## src/rtl/sweep_ctrl_pkg.sv

```systemverilog
// Shared state encoding and default widths for the triangle-sweep sequencer.
package sweep_ctrl_pkg;

    localparam int WIDTH_DEF   = 4;
    localparam int SWEEP_W_DEF = 4;
    localparam int DWELL_W_DEF = 4;

    typedef enum logic [2:0] {
        ST_IDLE     = 3'd0,
        ST_UP       = 3'd1,
        ST_DWELL_HI = 3'd2,
        ST_DOWN     = 3'd3,
        ST_DWELL_LO = 3'd4,
        ST_DONE     = 3'd5
    } state_t;

endpackage

```

## src/rtl/sweep_ctrl_updown_cnt_ld.sv

```systemverilog
// Loadable up/down counter; the caller keeps the value within its bounds.
module updown_cnt_ld
    import sweep_ctrl_pkg::*;
#(
    parameter int WIDTH = WIDTH_DEF
) (
    input  logic             clk,
    input  logic             rst,
    input  logic             en,
    input  logic             load,
    input  logic [WIDTH-1:0] load_val,
    input  logic             updown,
    output logic [WIDTH-1:0] count
);

    always_ff @(posedge clk) begin
        if (!rst) begin
            count <= '0;
        end else if (load) begin
            count <= load_val;
        end else if (en) begin
            count <= updown ? count + WIDTH'(1) : count - WIDTH'(1);
        end
    end

endmodule

```

## src/rtl/sweep_ctrl.sv

```systemverilog
// Sequences lo->hi->lo triangle sweeps on an up/down counter, with optional
// dwell at each turnaround and host-facing busy/done/err status.
module sweep_ctrl
    import sweep_ctrl_pkg::*;
#(
    parameter int WIDTH   = WIDTH_DEF,
    parameter int SWEEP_W = SWEEP_W_DEF,
    parameter int DWELL_W = DWELL_W_DEF
) (
    input  logic               clk,
    input  logic               rst,
    input  logic               start,
    input  logic               abort,
    input  logic [WIDTH-1:0]   lo,
    input  logic [WIDTH-1:0]   hi,
    input  logic [SWEEP_W-1:0] n_sweeps,
    input  logic [DWELL_W-1:0] dwell,
    output logic [WIDTH-1:0]   count,
    output logic               dir,
    output logic               busy,
    output logic               done,
    output logic               err
);

    state_t             state;
    logic [WIDTH-1:0]   lo_q;
    logic [WIDTH-1:0]   hi_q;
    logic [SWEEP_W-1:0] rem_q;
    logic [DWELL_W-1:0] dwell_q;
    logic [DWELL_W-1:0] dcnt;

    logic start_ok;
    logic in_busy;
    logic cnt_en;
    logic cnt_load;
    logic cnt_up;

    assign start_ok = (lo < hi) && (n_sweeps != '0);
    assign in_busy  = (state == ST_UP) || (state == ST_DWELL_HI) ||
                      (state == ST_DOWN) || (state == ST_DWELL_LO);

    // Counter steps only while strictly inside the bounds; abort freezes it.
    always_comb begin
        cnt_en   = 1'b0;
        cnt_load = 1'b0;
        cnt_up   = 1'b1;
        case (state)
            ST_IDLE: cnt_load = start && start_ok;
            ST_UP:   cnt_en   = !abort && (count != hi_q);
            ST_DOWN: begin
                cnt_up = 1'b0;
                cnt_en = !abort && (count != lo_q);
            end
            default: ;
        endcase
    end

    updown_cnt_ld #(.WIDTH(WIDTH)) u_cnt (
        .clk      (clk),
        .rst      (rst),
        .en       (cnt_en),
        .load     (cnt_load),
        .load_val (lo),
        .updown   (cnt_up),
        .count    (count)
    );

    always_ff @(posedge clk) begin
        if (!rst) begin
            state   <= ST_IDLE;
            lo_q    <= '0;
            hi_q    <= '0;
            rem_q   <= '0;
            dwell_q <= '0;
            dcnt    <= '0;
            dir     <= 1'b1;
            busy    <= 1'b0;
            done    <= 1'b0;
            err     <= 1'b0;
        end else begin
            done <= 1'b0;
            err  <= 1'b0;
            if (abort && in_busy) begin
                state <= ST_IDLE;
                busy  <= 1'b0;
            end else begin
                case (state)
                    ST_IDLE: begin
                        if (start) begin
                            if (start_ok) begin
                                lo_q    <= lo;
                                hi_q    <= hi;
                                rem_q   <= n_sweeps;
                                dwell_q <= dwell;
                                dir     <= 1'b1;
                                busy    <= 1'b1;
                                state   <= ST_UP;
                            end else begin
                                err <= 1'b1;
                            end
                        end
                    end
                    ST_UP: begin
                        if (count == hi_q) begin
                            dir <= 1'b0;
                            if (dwell_q != '0) begin
                                dcnt  <= dwell_q - DWELL_W'(1);
                                state <= ST_DWELL_HI;
                            end else begin
                                state <= ST_DOWN;
                            end
                        end
                    end
                    ST_DWELL_HI: begin
                        if (dcnt == '0) state <= ST_DOWN;
                        else            dcnt  <= dcnt - DWELL_W'(1);
                    end
                    ST_DOWN: begin
                        if (count == lo_q) begin
                            if (rem_q == SWEEP_W'(1)) begin
                                busy  <= 1'b0;
                                done  <= 1'b1;
                                state <= ST_DONE;
                            end else begin
                                rem_q <= rem_q - SWEEP_W'(1);
                                dir   <= 1'b1;
                                if (dwell_q != '0) begin
                                    dcnt  <= dwell_q - DWELL_W'(1);
                                    state <= ST_DWELL_LO;
                                end else begin
                                    state <= ST_UP;
                                end
                            end
                        end
                    end
                    ST_DWELL_LO: begin
                        if (dcnt == '0) state <= ST_UP;
                        else            dcnt  <= dcnt - DWELL_W'(1);
                    end
                    ST_DONE: state <= ST_IDLE;
                    default: state <= ST_IDLE;
                endcase
            end
        end
    end

endmodule
```

## config.mk

```make
export PLATFORM = sky130hd
export DESIGN_NAME = sweep_ctrl
export DESIGN_NICKNAME = d
export VERILOG_FILES = /design/src/rtl/sweep_ctrl_pkg.sv /design/src/rtl/sweep_ctrl_updown_cnt_ld.sv /design/src/rtl/sweep_ctrl.sv
export SDC_FILE = /design/constraint.sdc
export NUM_CORES = 1
export LEC_CHECK = 0
export CORE_ASPECT_RATIO = 1.75
export CORE_MARGIN = 2
export CORE_UTILIZATION = 55
export DETAILED_ROUTE_END_ITERATION = 16
export DONT_BUFFER_PORTS = 1
export HOLD_SLACK_MARGIN = 0.03
export PLACE_DENSITY = 0.78
export SYNTH_ARGS = -nofsm -noshare
export SYNTH_HDL_FRONTEND = slang
export SYNTH_SLANG_ARGS = --single-unit
```

## constraint.sdc

```tcl
create_clock -name clk -period 2.95 [get_ports clk]
set_clock_uncertainty 0.1 [all_clocks]
set_input_delay 0.295 -clock clk [delete_from_list [all_inputs] [get_ports clk]]
set_output_delay 0.295 -clock clk [all_outputs]
set_load 0.01 [all_outputs]
```

Word-level counts from Yosys, hierarchy flattened

Cells that the tools add are included.

Flip-flop bits (word level): 31
Input port bits: 20
Output and inout port bits: 8

$add $sub $neg: 5
$lt $le $gt $ge: 1
Eq/ne operators: 18
Mux-type cells: 37
Bitwise gates (word level): 6
Reductions and logical operators: 27

Operator list:

| operator              | number |
|---|---|
| $mux W4               | 12 |
| $mux W3               | 8 |
| $reduce_and A6 Y1     | 3 |
| $sub A4 B1 Y4 const B | 4 |
| $pmux W3 S5           | 1 |
| $pmux W4 S3           | 1 |
| $mux W1               | 11 |
| $ne A2 B1 Y1 const B  | 5 |
| $eq A4 B4 Y1          | 2 |
| $ne A2 B2 Y1 const B  | 4 |
| $ne A4 B4 Y1          | 2 |
| $pmux W4 S2           | 1 |
| $reduce_bool A4 Y1    | 2 |
| $reduce_or A4 Y1      | 2 |
| $reduce_and A7 Y1     | 1 |
| $eq A3 B2 Y1 const B  | 2 |
| $not A1 Y1            | 6 |
| $reduce_bool A3 Y1    | 2 |
| $logic_and A1 B1 Y1   | 5 |
| $reduce_and A5 Y1     | 1 |
| $add A4 B1 Y4 const B | 1 |
| $eq A4 B1 Y1 const B  | 1 |
| $logic_not A4 Y1      | 1 |
| $lt A4 B4 Y1          | 1 |
| 10 further kinds      | 15 |

Logic depth before layout (Yosys ltp)

Gate-level depths: netlist (run 1).

Depth in word-level cells: 7
Depth in mapped cells: 10

Hierarchy

A second synthesis (run 1) with hierarchy kept.

Cells, all modules: 218
Area, all modules: 1890.6 um^2

By module, submodules not included:

| module        | times used | cells an instance | area each (um^2) | sequential area each (um^2) |
|---|---|---|---|---|
| sweep_ctrl    | 1          | 184               | 1594.0           | 540.5 |
| updown_cnt_ld | 1          | 34                | 296.5            | 80.1 |

Least setup slack after synthesis (run 1)

Ideal clock, no wire load.

Path kind: flip-flop to flip-flop
Start: reg state[2]
End: reg dcnt[2]
Arrival: 1.868 ns
Path slack: 0.911 ns
Stages on the path, launching flop included: 11
Path buffers: 1
Clock period less this slack: 2.039 ns
Path through: dfxtp_1 > buf_4 > xnor2_1 > nor2_1 > mux2i_1 > ha_1 > nor2b_1 > o21ai_0 > o31ai_1 > nand2b_1 > a21oi_1

Longest elaborated chain between the ends: 7

Ends and longest elaborated chain:

| item                                                | RTL line                           | source |
|---|---|---|
| start: declaration                                  | sweep_ctrl.sv:25                   | `state_t state;` |
| start signal: assignment                            | sweep_ctrl.sv:70                   | `state <= ST_IDLE;` |
| start signal: assignment                            | sweep_ctrl.sv:84                   | `state <= ST_IDLE;` |
| start signal: assignment                            | sweep_ctrl.sv:97                   | `state <= ST_UP;` |
| $eq A3 B1 Y1 / $eq A3 B2 Y1 (equally long branches) | sweep_ctrl.sv:39, sweep_ctrl.sv:87 |  |
| $logic_or A1 B1 Y1 (2 in series)                    | sweep_ctrl.sv:39                   | `assign in_busy = (state == ST_UP) \|\| (state == ST_DWELL_HI) \|\|` |
| $logic_or A1 B1 Y1                                  | sweep_ctrl.sv:40                   | `(state == ST_DOWN) \|\| (state == ST_DWELL_LO);` |
| $logic_and A1 B1 Y1                                 | sweep_ctrl.sv:83                   | `if (abort && in_busy) begin` |
| $not A1 Y1 (no line)                                | --                                 |  |
| $reduce_and A6 Y1 (no line)                         | --                                 |  |
| end signal: assignment                              | sweep_ctrl.sv:107                  | `dcnt <= dwell_q - DWELL_W'(1);` |
| end signal: assignment                              | sweep_ctrl.sv:116                  | `else dcnt <= dcnt - DWELL_W'(1);` |
| end signal: assignment                              | sweep_ctrl.sv:128                  | `dcnt <= dwell_q - DWELL_W'(1);` |
| end: declaration                                    | sweep_ctrl.sv:30                   | `logic [DWELL_W-1:0] dcnt;` |

Parallel ways exist; a longest one is shown, timed or not.
A chain may end at the register's enable or synchronous reset.

Worst setup path in the final report (run 1)

Start: reg state[1]
End: reg u_cnt.count[1]

Longest elaborated chain between the ends: 4

Ends and longest elaborated chain:

| item                   | RTL line                       | source |
|---|---|---|
| $eq A3 B2 Y1           | sweep_ctrl.sv:47               | `case (state)` |
| $mux W4                | sweep_ctrl_updown_cnt_ld.sv:22 | `count <= updown ? count + WIDTH'(1) : count - WIDTH'(1);` |
| $mux W4                | sweep_ctrl_updown_cnt_ld.sv:21 | `end else if (en) begin` |
| $mux W4                | sweep_ctrl_updown_cnt_ld.sv:19 | `end else if (load) begin` |
| end signal: assignment | sweep_ctrl_updown_cnt_ld.sv:20 | `count <= load_val;` |
| end signal: assignment | sweep_ctrl_updown_cnt_ld.sv:22 |  |
| end: declaration       | sweep_ctrl_updown_cnt_ld.sv:13 | `output logic [WIDTH-1:0] count` |

Parallel ways exist; a longest one is shown, timed or not. The select of a mux whose other input is x is not followed.

==> run metrics, run 1 <==
average vias per placed instance 5.70; RePlAce Congestion 0.782; critical path class register to register; # IOs 28; CP peak stage delay 510 ps; P&R area growth vs syn 5.26%; WL final 3770 microns; Post-DP HPWL 2790 microns; Seq/Total Area, Yosys 0.343; grt total ovfl 0; ant diodes 0; largest net degree at the start of global routing 25; Hold Startpoint rst; vias 1511; outcome finished, final reports clean; FF+latch area 621 sq um; Slew headroom 0.461; Final ANT Viol Nets 0; synthesized flop and latch total 31; met2 layer usage reported by global route 0.372; Layout Nets 250; Sum Neg Setup Slack 0 ps; Mapped Cells 222; Final setup viols 0; Buffers on Ports 0; Yosys Warn Count 0; clk_lat worst skew 290 ps; post-synthesis async set-or-reset flop share 0; cts bufs inserted 5; Longest Clk Path Bufs 2; Pins Over Slew Limit 0; global-route wire length before repair 6130 microns; top_reg_cell synth dfxtp_1; Reg clk slew, reported paths 70 ps; starting DRC count in detailed routing 31; multi-input logic area 1070 sq um; number of flops mapped to enable cells by yosys 0; Synth Area per Inst 8.14 sq um; most frequent cells in the layout 35 x nand2_1, 31 x dfxtp_1, 26 x a21oi_1; Core Area 3140 sq um; met1 GRT Util 0.248; Hold Path Class primary input to register; post-layout min period 2400 ps; Synth Cell Area 1810 sq um; routed len/inst 14.2 microns; final period utilization 0.814; Reg2Reg Capture Point u_cnt.count[1]$_SDFFE_PN0P_; syn_nets 251; CP required 3050 ps; Worst VDD drop 0.570 mV; worst r2r src state[1]$_SDFFE_PP0P_; PwrDens 839 nW/um^2; most used routing layer met2; antenna violations before repair 0; final instance area 1900 sq um; Die Y-Extent 79.8 microns; layout cells sized above 1 0.0721; vias in the first global route 1450; Filler cells 300; Final Hold Fails 0; Die Wd 47.3 microns; CTS tree yes; maxcap violations 0; crit path DAT 2510 ps; Worst Max-Slew Pin Slew 809 ps; Fmax achieved 0.416 GHz; DRC Markers 0; Initial Util 0.575; Crit-path slowest cell dfxtp_1; Hold Path End busy$_SDFFE_PP0P_; crit-path cells and3b_1 > inv_2 > a2bb2oi_2 > or2_0 > or4_1 > o211ai_1; CP startpoint kind register; commonest non-fill, non-tap cell in the layout nand2_1; Setup Buffers After CTS 0; Die ar. 3780 sq um; Worst setup EP type register; leak pwr 0.753 nW; Worst Path Max Fanout 10; First-pass DRT Iterations 4; placed inst area 1810 sq um; register-to-register setup slack 550 ps; R2R depth 6; htree depth 2; root buf cell clkbuf_8; M3 GR Usage 0.0656; clk sink count 31; Total GRT Usage 0.225; hold depth 1; final core utilization 0.606; row count 27; Synth cell types 49; RSZ-0062 raised after global routing no
## power by group
part	switching, mW	total [mW]	internal, mW
clock network	0.156	0.321	0.165
logic	0.365	0.653	0.288
registers	0.118	0.622	0.504
total	0.639	1.60	0.957
## worst max-delay path, delay by kind of cell, from the launching register on
family          cells  cell delay [ps]
simple gates        3             1220
flops               1              510
buf+inv             1              150
compound gates      2              320
## registers in the layout, summed over array words and instances, names as in the netlist
signal and count:
hi_q 4, busy 1, u_cnt.count 4, done 1, rem_q 4, err 1, dwell_q 4, dir 1
state 3, dcnt 4, lo_q 4
## Yosys cell counts (3+ instances only)
cell      number  area [sq um]
xnor2_1       10          87.6
nor2_1        16          60.1
a21oi_1       26           130
nor3_1         6          30.0
clkbuf_1       5          18.8
mux2i_1        6          60.1
xor2_1         5          43.8
inv_1         14          52.6
nand2_1       35           131
o21ai_0       10          50.1
nand4_1        5          31.3
buf_4          3          22.5
dfxtp_1       31           621
ha_1           8           100
## worst max path at each step
stage	startpoint	to	slack (ps)	cells after the start
floorplan	state[2]$_SDFFE_PP0P_	dcnt[2]$_SDFFE_PN0P_	910	10
global placement	state[1]$_SDFFE_PP0P_	u_cnt.count[1]$_SDFFE_PN0P_	600	6
detailed placement	state[1]$_SDFFE_PP0P_	u_cnt.count[1]$_SDFFE_PN0P_	580	6
CTS	state[1]$_SDFFE_PP0P_	u_cnt.count[1]$_SDFFE_PN0P_	550	6
global route	state[1]$_SDFFE_PP0P_	u_cnt.count[1]$_SDFFE_PN0P_	380	6
finish	state[1]$_SDFFE_PP0P_	u_cnt.count[1]$_SDFFE_PN0P_	550	6
## through the flow
stage / std cells / setup slack (ps) / power (mW) / hold slack, ps
floorplan: 222 / 911 / 1.17 / 331
global placement: 256 / 599 / 1.26 / 317
detailed placement: 256 / 575 / 1.28 / 319
CTS: 265 / 554 / 1.60 / 35.4
global route: 265 / 382 / 1.72 / 35.7
finish: 265 / 548 / 1.60 / 36.4
## cells by family (layout without fill, tap and decap cells)
group / Yosys count / after routing / synth area share
AOI/OAI and AO/OA: 56 / 56 / 0.201
DFF: 31 / 31 / 0.343
and+or+nand+nor: 79 / 79 / 0.215
adders and majority gates: 9 / 9 / 0.0664
muxes: 7 / 7 / 0.0394
buffers and inverters: 25 / 25 / 0.0630
xor gates and xnor gates: 15 / 15 / 0.0727
## area by class of cell
| type | instances | area share |
|---|---|---|
| multi-input combinational | 166 | 0.564 |
| clock inverter | 1 | 0.00263 |
| tap | 43 | 0.0283 |
| inverter | 15 | 0.0296 |
| sequential | 31 | 0.326 |
| timing repair buffer | 2 | 0.00920 |
| clock buffer | 7 | 0.0401 |
## metal layers
layer / share of wire / up-vias / wire length [microns]
met5: 0 / - / 0
met4: 0.023 / 0 / 88
met3: 0.056 / 9 / 212
met2: 0.52 / 37 / 1960
met1: 0.40 / 697 / 1520
li1: - / 768 / -
## timing repair
| action | CTS | global route |
|---|---|---|
| gates resized for setup | 0 | 0 |
| hold buffers | 1 | 0 |
| setup endpoints to repair | 0 | 0 |
| endpoints found under the hold margin | 1 | 0 |
Note: power is estimated with default switching activity, not from simulation.
==> run 2: changes to the inputs <==
PLACE_DENSITY = 0.81   (was 0.78)
clock period = 2 ns   (was 2.95 ns; I/O delays follow)
==> run metrics, run 2 (synthesized netlist as in run 1, its figures left out) <==
outcome finished, final reports clean; crit path DAT 2120 ps (-390 ps); DRC Markers 0 (unchanged); root buf cell clkbuf_8; CP required 2130 ps (-920 ps); final core utilization 0.747 (+0.141); post-layout min period 1990 ps (-415 ps); WL final 4790 microns (+27%); leak pwr 0.966 nW (+28%); starting DRC count in detailed routing 46 (+48%); CTS tree yes; Slew headroom 0.662 (+0.201); Hold Path Class primary input to register; ant diodes 0 (unchanged); Buffers on Ports 0 (unchanged); crit-path cells and3b_2 > buf_4 > ha_1 > buf_4 > xor2_1 > nor3_1 > a21oi_1 > a21oi_1; CP Launch Point state[2]$_SDFFE_PP0P_; Fmax achieved 0.503 GHz (+21%); final period utilization 0.993 (+0.179); commonest non-fill, non-tap cell in the layout nand2_1; Worst VDD drop 0.768 mV (+35%); PwrDens 1180 nW/um^2 (+41%); Die ar. 3780 sq um (unchanged); Layout Nets 293 (+17%); Worst setup EP type register; clk sink count 31 (unchanged); most frequent cells in the layout 35 x nand2_1, 29 x buf_4, 26 x dfxtp_1; Final setup viols 0 (unchanged); worst r2r src state[2]$_SDFFE_PP0P_; FF+latch area 632 sq um (+1.8%); Overall Power 2.78 mW (+74%); Reg clk slew, reported paths 70 ps (about the same); Crit-path slowest cell dfxtp_4; clk_lat worst skew 290 ps (about the same); average vias per placed instance 5.71 (+0.16%); antenna violations before repair 0 (unchanged); Post-DP HPWL 3100 microns (+11%); critical path class register to register; P&R area growth vs syn 29.8%; RePlAce Congestion 0.882 (+13%); Die Wd 47.3 microns (unchanged); maxcap violations 0 (unchanged); largest net degree at the start of global routing 19 (-24%); Initial Util 0.575 (unchanged); htree depth 2 (unchanged); Final Hold Fails 0 (unchanged); Worst Max-Slew Pin Slew 502 ps (-307 ps); multi-input logic area 1130 sq um (+5.1%); CP startpoint kind register; row count 27 (unchanged); CP peak stage delay 390 ps (-120 ps); Die Y-Extent 79.8 microns (unchanged); Worst Path Max Fanout 6 (-4); vias in the first global route 1809 (+25%); cts bufs inserted 5 (unchanged); layout cells sized above 1 0.230 (+0.158); Filler cells 227 (-24%); Core Area 3140 sq um (unchanged); routed len/inst 15.5 microns (+9.1%); Longest Clk Path Bufs 2 (unchanged); global-route wire length before repair 7360 microns (+20%); Pins Over Slew Limit 0 (unchanged); Sum Neg Setup Slack 0 ps (unchanged); Hold WS 80.6 ps (+44.2 ps); Total GRT Usage 0.276 (+0.0505); grt total ovfl 0 (unchanged); vias 1759 (+16%); Final ANT Viol Nets 0 (unchanged); # IOs 28 (unchanged); First-pass DRT Iterations 4 (unchanged); Hold Startpoint n_sweeps[0]
[run 2: changes by cell type in the layout (fill, tap and decap cells not counted), sizes merged]
cell and delta:
clkinvlp +2, dlygate4sd3 +13, clkbuf -2, buf +30
[run 2: critical path: cells and delay by family, from the launching register on]
| kind | cells | cell delay (ps) |
|---|---|---|
| buffers and inverters | 2 | 310 |
| XOR/XNOR | 1 | 130 |
| adder cells (fa/ha/maj) | 1 | 300 |
| flip-flops | 1 | 390 |
| AO/OA/AOI/OAI | 2 | 230 |
| AND/OR/NAND/NOR | 2 | 460 |
[run 2: what timing repair did]
action	CTS	global route
buffers inserted	2	3
cloned	0	0
endpoints found under the hold margin	23	0
hold buffers	14	0
endpoints found under the setup margin	3	6
resized for setup	3	18
pin swaps	1	8
[run 2: metrics by stage]
step,std cells,instance area (sq um),setup slack (ps)
detailed placement,281,2010,-32.2
finish,308,2350,13.1
global route,308,2350,-66.4
floorplan,222,1820,2.56
CTS,305,2250,0.864
global placement,281,2010,44.9
[run 2: final cells by class]
class | count | area share
clock buffer | 5 | 0.0293
clock inverter | 3 | 0.00853
tap | 43 | 0.0229
inverter | 15 | 0.0251
timing repair buffer | 45 | 0.164
multi-input combinational | 166 | 0.481
sequential | 31 | 0.269
[run 2: path summary, 6_finish.rpt]
kind                            slack, ps                     endpoint  cells after the start
worst max register to register         10  u_cnt.count[2]$_SDFFE_PN0P_                      8
worst max-delay path                   10  u_cnt.count[2]$_SDFFE_PN0P_                      8
worst min-delay path                   80        rem_q[0]$_SDFFE_PN0P_                      2
worst min register to register        370         lo_q[1]$_SDFFE_PN0P_                      2
[run 2: layer usage]
metal | vias to the layer above | share of wire | GRT usage
li1 | 853 | - | -
met1 | 848 | 0.38 | 0.290
met2 | 42 | 0.54 | 0.472
met3 | 16 | 0.036 | 0.0724
met4 | 0 | 0.042 | 0.136
met5 | - | 0 | 0
[run 2: where the power goes]
part | switching, mW | leakage [nW] | internal (mW)
combinational | 0.709 | 0.671 | 0.688
clock | 0.255 | 0.0402 | 0.242
sequential | 0.135 | 0.256 | 0.751
==> run 3: changes to the inputs <==
PLACE_DENSITY = 0.78   (was 0.81)
clock period = 2.1 ns   (was 2 ns; I/O delays follow)
==> run metrics, run 3 (synthesized netlist as in run 1, its figures left out) <==
outcome finished, final reports clean; Filler cells 249 (+9.7%); Post-DP HPWL 3110 microns (about the same); setup ws final 99.2 ps (+86.1 ps); Overall Power 2.54 mW (-8.6%); final period utilization 0.953 (-0.0407); Die Y-Extent 79.8 microns (unchanged); row count 27 (unchanged); placed inst area 1960 sq um (-2.2%); Slew headroom 0.719 (+0.0569); most frequent cells in the layout 35 x nand2_1, 28 x dfxtp_1, 25 x a21oi_1; multi-input logic area 1090 sq um (-3.7%); PwrDens 1140 nW/um^2 (-3.5%); RePlAce Congestion 0.824 (-6.6%); CP startpoint kind register; Reg clk slew, reported paths 60 ps (about the same); post-layout min period 2000 ps (+13.9 ps); Final setup viols 0 (unchanged); clk_lat worst skew 280 ps (about the same); Pint 1.57 mW (-6.4%); Initial Util 0.575 (unchanged); average vias per placed instance 5.60 (-1.9%); root buf cell clkbuf_8; starting DRC count in detailed routing 27 (-41%); RSZ-0062 raised after global routing no; maxcap violations 0 (unchanged); routed len/inst 14.8 microns (-4.6%); Die Wd 47.3 microns (unchanged); WL final 4420 microns (-7.7%); leak pwr 0.920 nW (-4.9%); commonest non-fill, non-tap cell in the layout nand2_1; Worst Path Max Fanout 8 (+2); Fmax achieved 0.500 GHz (-0.70%); Total GRT Usage 0.266 (-0.00950); htree depth 2 (unchanged); Layout Nets 283 (-3.4%); vias in the first global route 1731 (-4.3%); Logic pwr share 0.465 (-0.038); worst slack, placed 55.6 ps (+87.8 ps); Final Hold Fails 0 (unchanged); Buffers on Ports 0 (unchanged); vias 1670 (-5.1%); clk sink count 31 (unchanged); DRC Markers 0 (unchanged); clock share of power 0.206 (+0.027); Sw Share 0.381 (-0.0148); # IOs 28 (unchanged); Reg power frac 0.329 (+0.010); grt total ovfl 0 (unchanged); Pins Over Slew Limit 0 (unchanged); Final ANT Viol Nets 0 (unchanged); CTS tree yes; First-pass DRT Iterations 4 (unchanged); final instance area 2220 sq um (-5.2%); FF+latch area 627 sq um (-0.79%); CP required 2190 ps (+60 ps); global-route wire length before repair 7210 microns (-2.1%); antenna violations before repair 0 (unchanged); Worst VDD drop 0.717 mV (-6.6%); P&R area growth vs syn 23.0%; layout cells sized above 1 0.176 (-0.0537); Longest Clk Path Bufs 2 (unchanged); largest net degree at the start of global routing 19 (unchanged); Core Area 3140 sq um (unchanged); ant diodes 0 (unchanged); Worst Max-Slew Pin Slew 418 ps (-84.5 ps); register-to-register setup slack 100 ps (+90 ps); Hold Path Class primary input to register; cts bufs inserted 5 (unchanged); crit path DAT 2100 ps (-20 ps); Worst setup EP type register; critical path class register to register; Sum Neg Setup Slack 0 ps (unchanged); NetSw 0.967 mW (-12%); Die ar. 3780 sq um (unchanged)
## run 3: worst max-delay path: stages, from the launching register on
cell and delay (ps):
dfxtp_4 370, buf_4 150, or4b_4 520, nor3_4 130
o21ai_2 100, a21boi_4 240, buf_4 160, nand3_1 70
o31ai_1 80
## run 3: path summary, 6_finish.rpt
kind                         start               endpoint  cells past startpoint
max          state[1]$_SDFFE_PP0P_  rem_q[1]$_SDFFE_PN0P_                      8
min                            rst  state[2]$_SDFFE_PP0P_                      2
min reg2reg   lo_q[1]$_SDFFE_PN0P_   lo_q[1]$_SDFFE_PN0P_                      2
max reg2reg  state[1]$_SDFFE_PP0P_  rem_q[1]$_SDFFE_PN0P_                      8
## run 3: power by group through the flow
stage          sequential, mW  clock (mW)  combinational [mW]
2_1_floorplan           0.816           0               0.833
3_3_place_gp            0.833           0                1.09
3_5_place_dp            0.839           0                1.12
4_1_cts                 0.826       0.536                1.15
5_1_grt                 0.850       0.555                1.32
6_report                0.836       0.523                1.18
## run 3: layout make-up
| cell class | instances | area share |
|---|---|---|
| Timing Repair Buffer | 35 | 0.133 |
| Tap cell | 43 | 0.0242 |
| Clock inverter | 1 | 0.00338 |
| Clock buffer | 7 | 0.0433 |
| Inverter | 15 | 0.0253 |
| Sequential cell | 31 | 0.282 |
| Multi-Input combinational cell | 166 | 0.489 |
## run 3: through the flow
step	hold WS, ps	cells	util
final	39.5	298	0.708
after global routing	51.0	298	0.708
after CTS	33.7	297	0.699
after detailed placement	241	276	0.624
after global placement	228	276	0.624
after floorplan	246	222	-
## run 3: what timing repair did
action | CTS | global route
endpoints found under the hold margin | 21 | 0
resized for setup | 0 | 9
hold buffers | 13 | 0
setup endpoints to repair | 0 | 9
buffers inserted | 0 | 1
## run 3: metal layers
metal / routed length, microns / share of wire / global-route usage
met5: 0 / 0 / 0
met4: 189 / 0.043 / 0.144
met3: 181 / 0.041 / 0.0566
met2: 2470 / 0.56 / 0.482
met1: 1580 / 0.36 / 0.254
